$ cat config.mk
export PLATFORM = sky130hd
export DESIGN_NAME = rosetta_job_sequencer
export DESIGN_NICKNAME = d
export VERILOG_FILES = /design/src/rtl/rosetta_pkg.sv /design/src/rtl/rosetta_watchdog.sv /design/src/rtl/rosetta_job_sequencer.sv
export SDC_FILE = /design/constraint.sdc
export NUM_CORES = 1
export LEC_CHECK = 0
export BUFFER_PORTS_ARGS = -buffer_cell sky130_fd_sc_hd__buf_2
export CELL_PAD_IN_SITES_DETAIL_PLACEMENT = 0
export CELL_PAD_IN_SITES_GLOBAL_PLACEMENT = 1
export CORE_AREA = 2 2 91 93
export CTS_CLUSTER_SIZE = 12
export DETAILED_ROUTE_END_ITERATION = 8
export DIE_AREA = 0 0 93 95
export GPL_TIMING_DRIVEN = 0
export HOLD_SLACK_MARGIN = 0.15
export PLACE_DENSITY = 0.56
export SYNTH_ARGS = -nofsm -noshare
export SYNTH_HDL_FRONTEND = slang
export SYNTH_HIERARCHICAL = 1
export SYNTH_SLANG_ARGS = --single-unit
$ cat constraint.sdc
create_clock -name clk -period 2.57 [get_ports clk]
set_input_delay 0.3855 -clock clk [delete_from_list [all_inputs] [get_ports clk]]
set_output_delay 0.3855 -clock clk [all_outputs]
set_load 0.1 [all_outputs]
$ cat src/rtl/rosetta_pkg.sv
// rosetta_pkg
//   Constants shared by the ROSETTA job sequencer and the work state machine
//   it drives.
//   - Sequencer state encoding (3-bit, kept as plain constants so older
//     netlists and probes that decode the raw value keep working).
//   - Work machine state values as seen on the core_state wire.
//   - A small decode helper for the busy indication.
package rosetta_pkg;

    localparam logic [2:0] S_IDLE  = 3'd0;
    localparam logic [2:0] S_ISSUE = 3'd1;
    localparam logic [2:0] S_ACK   = 3'd2;
    localparam logic [2:0] S_RUN   = 3'd3;
    localparam logic [2:0] S_GAP   = 3'd4;
    localparam logic [2:0] S_ERR   = 3'd5;

    localparam logic ST_IDLE = 1'b0;
    localparam logic ST_WORK = 1'b1;

    // Busy covers every state that belongs to a batch in flight.
    function automatic logic state_is_busy(input logic [2:0] s);
        return (s != S_IDLE) && (s != S_ERR);
    endfunction

endpackage

$ cat src/rtl/rosetta_watchdog.sv
// rosetta_watchdog
//   Saturating up-counter with synchronous clear and count enable. expired is
//   high while the count equals LIMIT; the count never moves past LIMIT.
//   Ports:
//     clk      rising-edge clock
//     rst_n    synchronous active-low reset
//     clr      clear count to zero (has priority over en)
//     en       count one step this cycle
//     expired  count has reached LIMIT
module rosetta_watchdog #(
    parameter int              TO_W  = 16,
    parameter logic [TO_W-1:0] LIMIT = '1
) (
    input  logic clk,
    input  logic rst_n,
    input  logic clr,
    input  logic en,
    output logic expired
);

    logic [TO_W-1:0] cnt;

    always_ff @(posedge clk) begin
        if (!rst_n) begin
            cnt <= '0;
        end else if (clr) begin
            cnt <= '0;
        end else if (en && (cnt < LIMIT)) begin
            cnt <= cnt + TO_W'(1);
        end
    end

    assign expired = (cnt == LIMIT);

endmodule

$ cat src/rtl/rosetta_job_sequencer.sv
// rosetta_job_sequencer
//   Host-side initiator for the ROSETTA start/done protocol. Takes a batch of
//   cmd_count jobs, fires one start pulse per job, follows core_state to see
//   each job accepted and finished, and counts completions. A per-job
//   watchdog catches a hung job, requests abort and parks in ERR until
//   err_clr.
//   Ports:
//     clk, rst_n   clock, synchronous active-low reset
//     cmd_valid    batch command offered
//     cmd_ready    accepting a command (IDLE only)
//     cmd_count    jobs in the batch, latched on handshake
//     start        one-cycle job start pulse to the work machine
//     core_state   work machine state (ST_IDLE / ST_WORK)
//     busy         batch in flight
//     jobs_done    completed jobs of the current / last batch
//     batch_done   one-cycle pulse when the batch finishes
//     err          sticky error (ACK timeout or watchdog expiry)
//     err_clr      leave ERR and clear err
//     abort        one-cycle pulse on watchdog expiry
//
//   state  | meaning
//   -------+-------------------------------------------------------------
//   IDLE   | waiting for a command; zero-count commands finish here
//   ISSUE  | start is high for this one cycle
//   ACK    | up to two cycles waiting for core_state to go to Work
//   RUN    | job in progress, watchdog counting Work cycles
//   GAP    | GAP_CYCLES idle cycles before the next start
//   ERR    | hung or unacknowledged job; wait for err_clr
module rosetta_job_sequencer
    import rosetta_pkg::*;
#(
    parameter int          CNT_W      = 8,
    parameter int          TO_W       = 16,
    parameter int unsigned TIMEOUT    = 16'hFFFF,
    parameter int          GAP_CYCLES = 2
) (
    input  logic             clk,
    input  logic             rst_n,
    input  logic             cmd_valid,
    output logic             cmd_ready,
    input  logic [CNT_W-1:0] cmd_count,
    output logic             start,
    input  logic             core_state,
    output logic             busy,
    output logic [CNT_W-1:0] jobs_done,
    output logic             batch_done,
    output logic             err,
    input  logic             err_clr,
    output logic             abort
);

    localparam logic [TO_W-1:0] TO_LIMIT = TO_W'(TIMEOUT);
    // Gap counter runs down from GAP_CYCLES-1 to 0; unused when GAP_CYCLES=0.
    localparam logic [3:0]      GAP_LOAD = (GAP_CYCLES > 0) ? 4'(GAP_CYCLES - 1) : 4'd0;

    logic [2:0]       state;
    logic [2:0]       state_nx;
    logic [CNT_W-1:0] job_total;
    logic [3:0]       gap_cnt;
    logic             ack_late;

    logic             handshake;
    logic             job_fin;
    logic             last_job;
    logic             wd_clr;
    logic             wd_en;
    logic             wd_expired;

    assign cmd_ready = (state == S_IDLE);
    assign busy      = state_is_busy(state);

    assign handshake = cmd_valid && cmd_ready;
    assign job_fin   = (state == S_RUN) && (core_state == ST_IDLE);
    assign last_job  = ((jobs_done + CNT_W'(1)) == job_total);

    // Watchdog is held clear while waiting for acceptance, so it starts
    // from zero on the first RUN cycle.
    assign wd_clr = (state == S_ACK);
    assign wd_en  = (state == S_RUN) && (core_state == ST_WORK);

    rosetta_watchdog #(
        .TO_W  (TO_W),
        .LIMIT (TO_LIMIT)
    ) u_wdog (
        .clk     (clk),
        .rst_n   (rst_n),
        .clr     (wd_clr),
        .en      (wd_en),
        .expired (wd_expired)
    );

    always_comb begin
        state_nx = state;
        unique case (state)
            S_IDLE: begin
                if (handshake && (cmd_count != '0)) begin
                    state_nx = S_ISSUE;
                end
            end
            S_ISSUE: begin
                state_nx = S_ACK;
            end
            S_ACK: begin
                if (core_state == ST_WORK) begin
                    state_nx = S_RUN;
                end else if (ack_late) begin
                    state_nx = S_ERR;
                end
            end
            S_RUN: begin
                // Completion is tested first so it wins over a same-cycle expiry.
                if (core_state == ST_IDLE) begin
                    if (last_job) begin
                        state_nx = S_IDLE;
                    end else if (GAP_CYCLES == 0) begin
                        state_nx = S_ISSUE;
                    end else begin
                        state_nx = S_GAP;
                    end
                end else if (wd_expired) begin
                    state_nx = S_ERR;
                end
            end
            S_GAP: begin
                if (gap_cnt == 4'd0) begin
                    state_nx = S_ISSUE;
                end
            end
            S_ERR: begin
                if (err_clr) begin
                    state_nx = S_IDLE;
                end
            end
            default: begin
                state_nx = S_IDLE;
            end
        endcase
    end

    always_ff @(posedge clk) begin
        if (!rst_n) begin
            state      <= S_IDLE;
            start      <= 1'b0;
            batch_done <= 1'b0;
            abort      <= 1'b0;
            err        <= 1'b0;
            jobs_done  <= '0;
            job_total  <= '0;
            gap_cnt    <= 4'd0;
            ack_late   <= 1'b0;
        end else begin
            state      <= state_nx;
            start      <= (state_nx == S_ISSUE);
            batch_done <= (handshake && (cmd_count == '0)) || (job_fin && last_job);
            abort      <= (state == S_RUN) && (state_nx == S_ERR);
            err        <= (state_nx == S_ERR);
            // High on the second ACK cycle only.
            ack_late   <= (state == S_ACK);

            if (handshake) begin
                job_total <= cmd_count;
                jobs_done <= '0;
            end else if (job_fin) begin
                jobs_done <= jobs_done + CNT_W'(1);
            end

            if ((state_nx == S_GAP) && (state != S_GAP)) begin
                gap_cnt <= GAP_LOAD;
            end else if ((state == S_GAP) && (gap_cnt != 4'd0)) begin
                gap_cnt <= gap_cnt - 4'd1;
            end
        end
    end

endmodule

After elaboration in Yosys (flattened, before gate mapping)
Cells that the tools add are included.
{ "word_totals": {"regBits": 44, "elab_cells": 62} }
{ "classes": {"n_mux": 11, "eq_ne": 12, "n_addsub": 3, "bitwise": 2, "n_lt_le_gt_ge": 1, "n_reduce_logical": 22} }
{ "op_table": {"columns": ["op", "count"], "rows": [
  ["two-way mux 3 bit", 8],
  ["one-hot mux 3 bit (6 select lines)", 1],
  ["adder 16 x 1 -> 16 bit (second input constant)", 1],
  ["== test 16 bit (second input constant)", 1],
  ["< comparator 16 bit (second input constant)", 1],
  ["== test 3 bit (second input constant)", 4],
  ["logical AND 1 bit", 11],
  ["adder 8 x 1 -> 8 bit (second input constant)", 1],
  ["== test 8 bit", 1],
  ["logical NOT 8 bit", 1],
  ["nonzero test 8 bit", 1],
  ["== test 3 x 1 -> 1 bit (second input constant)", 2],
  ["== test 3 x 2 -> 1 bit (second input constant)", 2],
  ["inequality test 3 bit (second input constant)", 2],
  ["OR reduction 2 bit", 3],
  ["logical NOT 4 bit", 1],
  ["nonzero test 4 bit", 1],
  ["subtractor 4 x 1 -> 4 bit (second input constant)", 1],
  ["logical NOT 3 bit", 1],
  ["nonzero test 3 bit", 1],
  ["two-way mux 1 bit", 2],
  ["inverter 1 bit", 2],
  ["nonzero test 2 bit", 1],
  ["logical OR 1 bit", 1]
]} }

Logic depth before layout (Yosys ltp)
{ "logic_depth": {"depth_word": 8, "mapped_depth": 8} }

By module
Netlist, hierarchy kept.
{ "by_module_without_submodules": {"columns": ["mod", "instances", "seq_area_each_um2", "cells_per_inst", "area_each_um2"], "rows": [
  ["rosetta_job_sequencer", 1, 560.5, 170, 1462.7],
  ["rosetta_watchdog", 1, 320.3, 94, 834.6]
]} }

Worst setup path before layout
No wires, ideal clock.
{ "synth_path": {"path_type": "flip-flop to flip-flop", "startpoint": "register state[2]", "endpoint": "register start", "n_path_buf": 1, "slack_ns": -0.161, "path_stages_with_launch": 8, "arrival_ns": 2.658, "path_cell_list": "dfxtp_1 > buf_4 > nor3_2 > nand2_2 > a21oi_1 > o31a_1 > o21ai_0 > nor3b_2"} }
{ "synth_between": {"elab_chain_cells": 6, "word_cells_on_any_way": 17} }
{ "synth_rtl": {"columns": ["element", "line_no", "source"], "rows": [
  ["start: declaration", "rosetta_job_sequencer.sv:56", "logic [2:0] state;"],
  ["start signal: assignment", "rosetta_job_sequencer.sv:152", "state <= state_nx;"],
  ["logical NOT 3 bit *", "rosetta_job_sequencer.sv:69", "assign cmd_ready = (state == S_IDLE);"],
  ["net cmd_ready", "rosetta_job_sequencer.sv:40", "output logic cmd_ready,"],
  ["logical AND 1 bit", "rosetta_job_sequencer.sv:72", "assign handshake = cmd_valid && cmd_ready;"],
  ["logical AND 1 bit", "rosetta_job_sequencer.sv:96", "if (handshake && (cmd_count != '0)) begin"],
  ["two-way mux 3 bit", "rosetta_job_sequencer.sv:96", null],
  ["one-hot mux 3 bit (6 select lines) *", "rosetta_job_sequencer.sv:94", "unique case (state)"],
  ["== test 3 x 1 -> 1 bit *", "rosetta_job_sequencer.sv:153", "start <= (state_nx == S_ISSUE);"],
  ["end signal: assignment", "rosetta_job_sequencer.sv:153", null],
  ["end: declaration", "rosetta_job_sequencer.sv:42", "output logic start,"]
]} }
The timed path passes the listed nets; every way through them passes the cells marked *.
A chain may end at the register's enable or synchronous reset.

Final worst setup path
{ "layout_path": {"startpoint": "register state[1]", "endpoint": "register u_wdog.cnt[14]"} }
{ "layout_between": {"elab_chain_cells": 3, "word_cells_on_any_way": 5} }
{ "layout_rtl": {"columns": ["element", "line_no", "source"], "rows": [
  ["== test 3 x 2 -> 1 bit", "rosetta_job_sequencer.sv:79", "assign wd_en = (state == S_RUN) && (core_state == ST_WORK);"],
  ["logical AND 1 bit", "rosetta_job_sequencer.sv:79", null],
  ["net wd_en", "rosetta_job_sequencer.sv:66", "logic wd_en;"],
  ["logical AND 1 bit", "rosetta_watchdog.sv:28", "end else if (en && (cnt < LIMIT)) begin"],
  ["end signal: assignment", "rosetta_watchdog.sv:29", "cnt <= cnt + TO_W'(1);"],
  ["end: declaration", "rosetta_watchdog.sv:21", "logic [TO_W-1:0] cnt;"]
]} }
The timed path passes the listed nets, and every way through them passes these cells.

==> out/results.ini <==
[detailed_routing]
viasPerCell=4.88
route.antenna.remaining_nets=0
wirelength_mm=5.23
drc=0
wire_per_inst_um=13.0
drt_iter0_drc=54
drtPass1Iterations=4
vias=1966

[clock_tree]
insertion_delay_ns=0.30
cts.clk_slew.worst_paths_ns=0.09
cts_setup_buffers=0
postCtsHoldBufs=0
cts_resized=0
cts_buffer_depth=2
htree_levels=2
cts_buffers=5
clock-sinks=44
cts_tree=done
cts_root_buffer=clkbuf_8

[worst_setup_path]
regToRegSetupSlack_ns=0.27
worstPathArrival_ns=2.50
crit_path_max_fanout=7
rr_worst_depth=7
cp-endpoint=u_wdog/cnt[14]
criticalPathCategory=flop to flop
cp-start-kind=flop
end_kind=flop
reg2reg_to=u_wdog/cnt[14]
crit_path_start=state[1]
rr_startpoint=state[1]
required_ns=2.76

[final_layout]
fillers=881
layout-drive-gt1-share_pct=18.8
multi_input_area_um2=1360
num-nets-final=313
syn_to_final_growth_pct=17.0
seq_area_um2=881
antenna_cells=0

[power]
p_seq_share_pct=48.0
power_density_nw_per_um2=552
comb_power_share_pct=13.4
pwr-share-clk_pct=38.6
internal_power_mw=1.07
irDropWorstVdd_mv=0.269
switching_share_pct=27.7
leakagePower_nw=1.00
p_switching_uw=411

[sta]
hold_violations=0
min_period_ns=2.30
slew_headroom_pct=58.6
setup_viol=0
hold_ws_ns=0.341
tightest_slew_ns=0.619
clock.fmax_mhz=434
rsz0062_at_grt=no
layout_setup_ws_ns=0.265
finalClockSkew_ns=0.0118
slew_viol_final=0
min_period_over_period_pct=89.7
setup_tns_ns=0

[floorplan]
die_x_um=93
initial_core_util_pct=29.0
die_h_um=95
die_area_um2=8840
core_area_um2=7930
ioPinCount=27
rows=33

[outcome]
outcome=completed

[grt]
grt_pass1_wl_mm=8.80
grt_overflow=0
grt_max_degree=15
grt_pass1_vias=1820
grt_usage_pct=12.6
antenna_found_initial=0

[yosys]
synthMuxAreaShare_pct=2.18
syn-num-nets=280
synthAdderAreaFrac_pct=1.63
yosysUniqueCellTypes=61
synth_top_family_by_area=simple AND/OR/NAND/NOR gates
async_flop_share_pct=0
yosysSeqAreaShare_pct=38.3
synth_edf_count=0
synth_compound_area_share_pct=17.6
synthSimpleGateAreaFrac_pct=29.7
syn_area_um2=2300
synthCells=264
syn_area_per_cell_um2=8.70
synth-seq-cells=44
synth_ff_type=dfxtp_1
yosys_warnings=6
synth-xor-area-share_pct=7.63

[place]
place_congestion=0.735
dpl.hpwl_mm=3.84
portBuffers=26
place_ws_ns=0.102

[run]
maxCapViolCount=0

[min_path]
hold_class=input pin to flop

## state kept, by name, indices dropped and copies added (netlist names)
name / count
job_total: 8
state: 3
u_wdog/cnt: 16
gap_cnt: 4
ack_late: 1
jobs_done: 8
start: 1
err: 1
abort: 1
batch_done: 1
## critical path, cell delays in order (launching register included)
cell	delay, ns
dfxtp_1	0.53
and2b_1	0.23
nand2_2	0.10
nor2_2	0.28
inv_1	0.15
or4_4	0.59
o311ai_2	0.22
o41ai_1	0.10
## cell families after synthesis
logic type,Yosys count
AND/OR/NAND/NOR,123
AO/OA/AOI/OAI,55
XOR/XNOR,20
adder cells (fa/ha/maj),3
multiplexers,5
flip-flops,44
buffers and inverters,14
## through the flow
step	std cells	utilization [%]	power [mW]	area (um2)
CTS	403	33.9	1.52	2690
global route	403	33.9	1.56	2690
floorplan	264	-	0.880	2300
global placement	395	32.4	0.931	2560
detailed placement	395	32.4	0.931	2560
finish	403	33.9	1.48	2690
## power groups by stage
stage | Combinational [mW] | Clock (mW) | Sequential (mW)
2_1_floorplan | 0.138 | 0 | 0.742
3_3_place_gp | 0.202 | 0 | 0.729
3_5_place_dp | 0.202 | 0 | 0.729
4_1_cts | 0.202 | 0.602 | 0.713
5_1_grt | 0.217 | 0.624 | 0.716
6_report | 0.199 | 0.573 | 0.712
## final cells by class
class | instances | area share [%]
Tap cell | 105 | 4.89
Clock buffer | 6 | 3.07
Timing Repair Buffer | 26 | 4.84
Multi-Input combinational cell | 206 | 50.5
Clock inverter | 2 | 1.44
Sequential cell | 44 | 32.8
Buffer | 9 | 1.77
Inverter | 5 | 0.698
## synthesized netlist by cell type (all sizes together) (6+ instances only)
cell type | n | area (um2)
a21oi | 10 | 50.1
and3 | 6 | 37.5
xor2 | 8 | 70.1
a21boi | 10 | 75.1
nand4 | 8 | 77.6
xnor2 | 12 | 105
o21ai | 10 | 53.8
nor3 | 8 | 45.0
nand2 | 40 | 158
nor2 | 23 | 88.8
dfxtp | 44 | 881
## cells in the final DEF, fill, tap and decap left out, types with 4 or more instances in the layout
| master | instances |
|---|---|
| a21boi_0 | 8 |
| a21oi_1 | 10 |
| and3_1 | 6 |
| buf_2 | 28 |
| clkbuf_1 | 4 |
| clkbuf_8 | 6 |
| dfxtp_1 | 44 |
| inv_1 | 5 |
| mux2i_1 | 5 |
| nand2_1 | 37 |
| nand3_1 | 4 |
| nand4_1 | 5 |
| nor2_1 | 21 |
| nor2b_1 | 4 |
| nor3_1 | 7 |
| nor4_1 | 5 |
| o21ai_0 | 7 |
| or3_1 | 5 |
| xnor2_1 | 12 |
| xor2_1 | 8 |
## metal layers
layer  track usage [%]  vias up  routed length [um]
li1                  -     1019                   -
met1              16.3      903                2550
met2              21.0       38                2430
met3              2.39        6                 183
met4              4.41        0                  68
met5                 0        -                   0
## how the worst min path moves through the flow
stage               slack, ns  cells after the start           end          from
finish                   0.34                      3  job_total[5]  cmd_count[5]
CTS                      0.33                      3  job_total[5]  cmd_count[5]
global placement         0.47                      2  job_total[3]  job_total[3]
global route             0.34                      3  job_total[5]  cmd_count[5]
floorplan                0.46                      2  job_total[1]  job_total[1]
detailed placement       0.48                      2  job_total[6]  job_total[6]
Note: power is estimated with default switching activity, not from simulation.
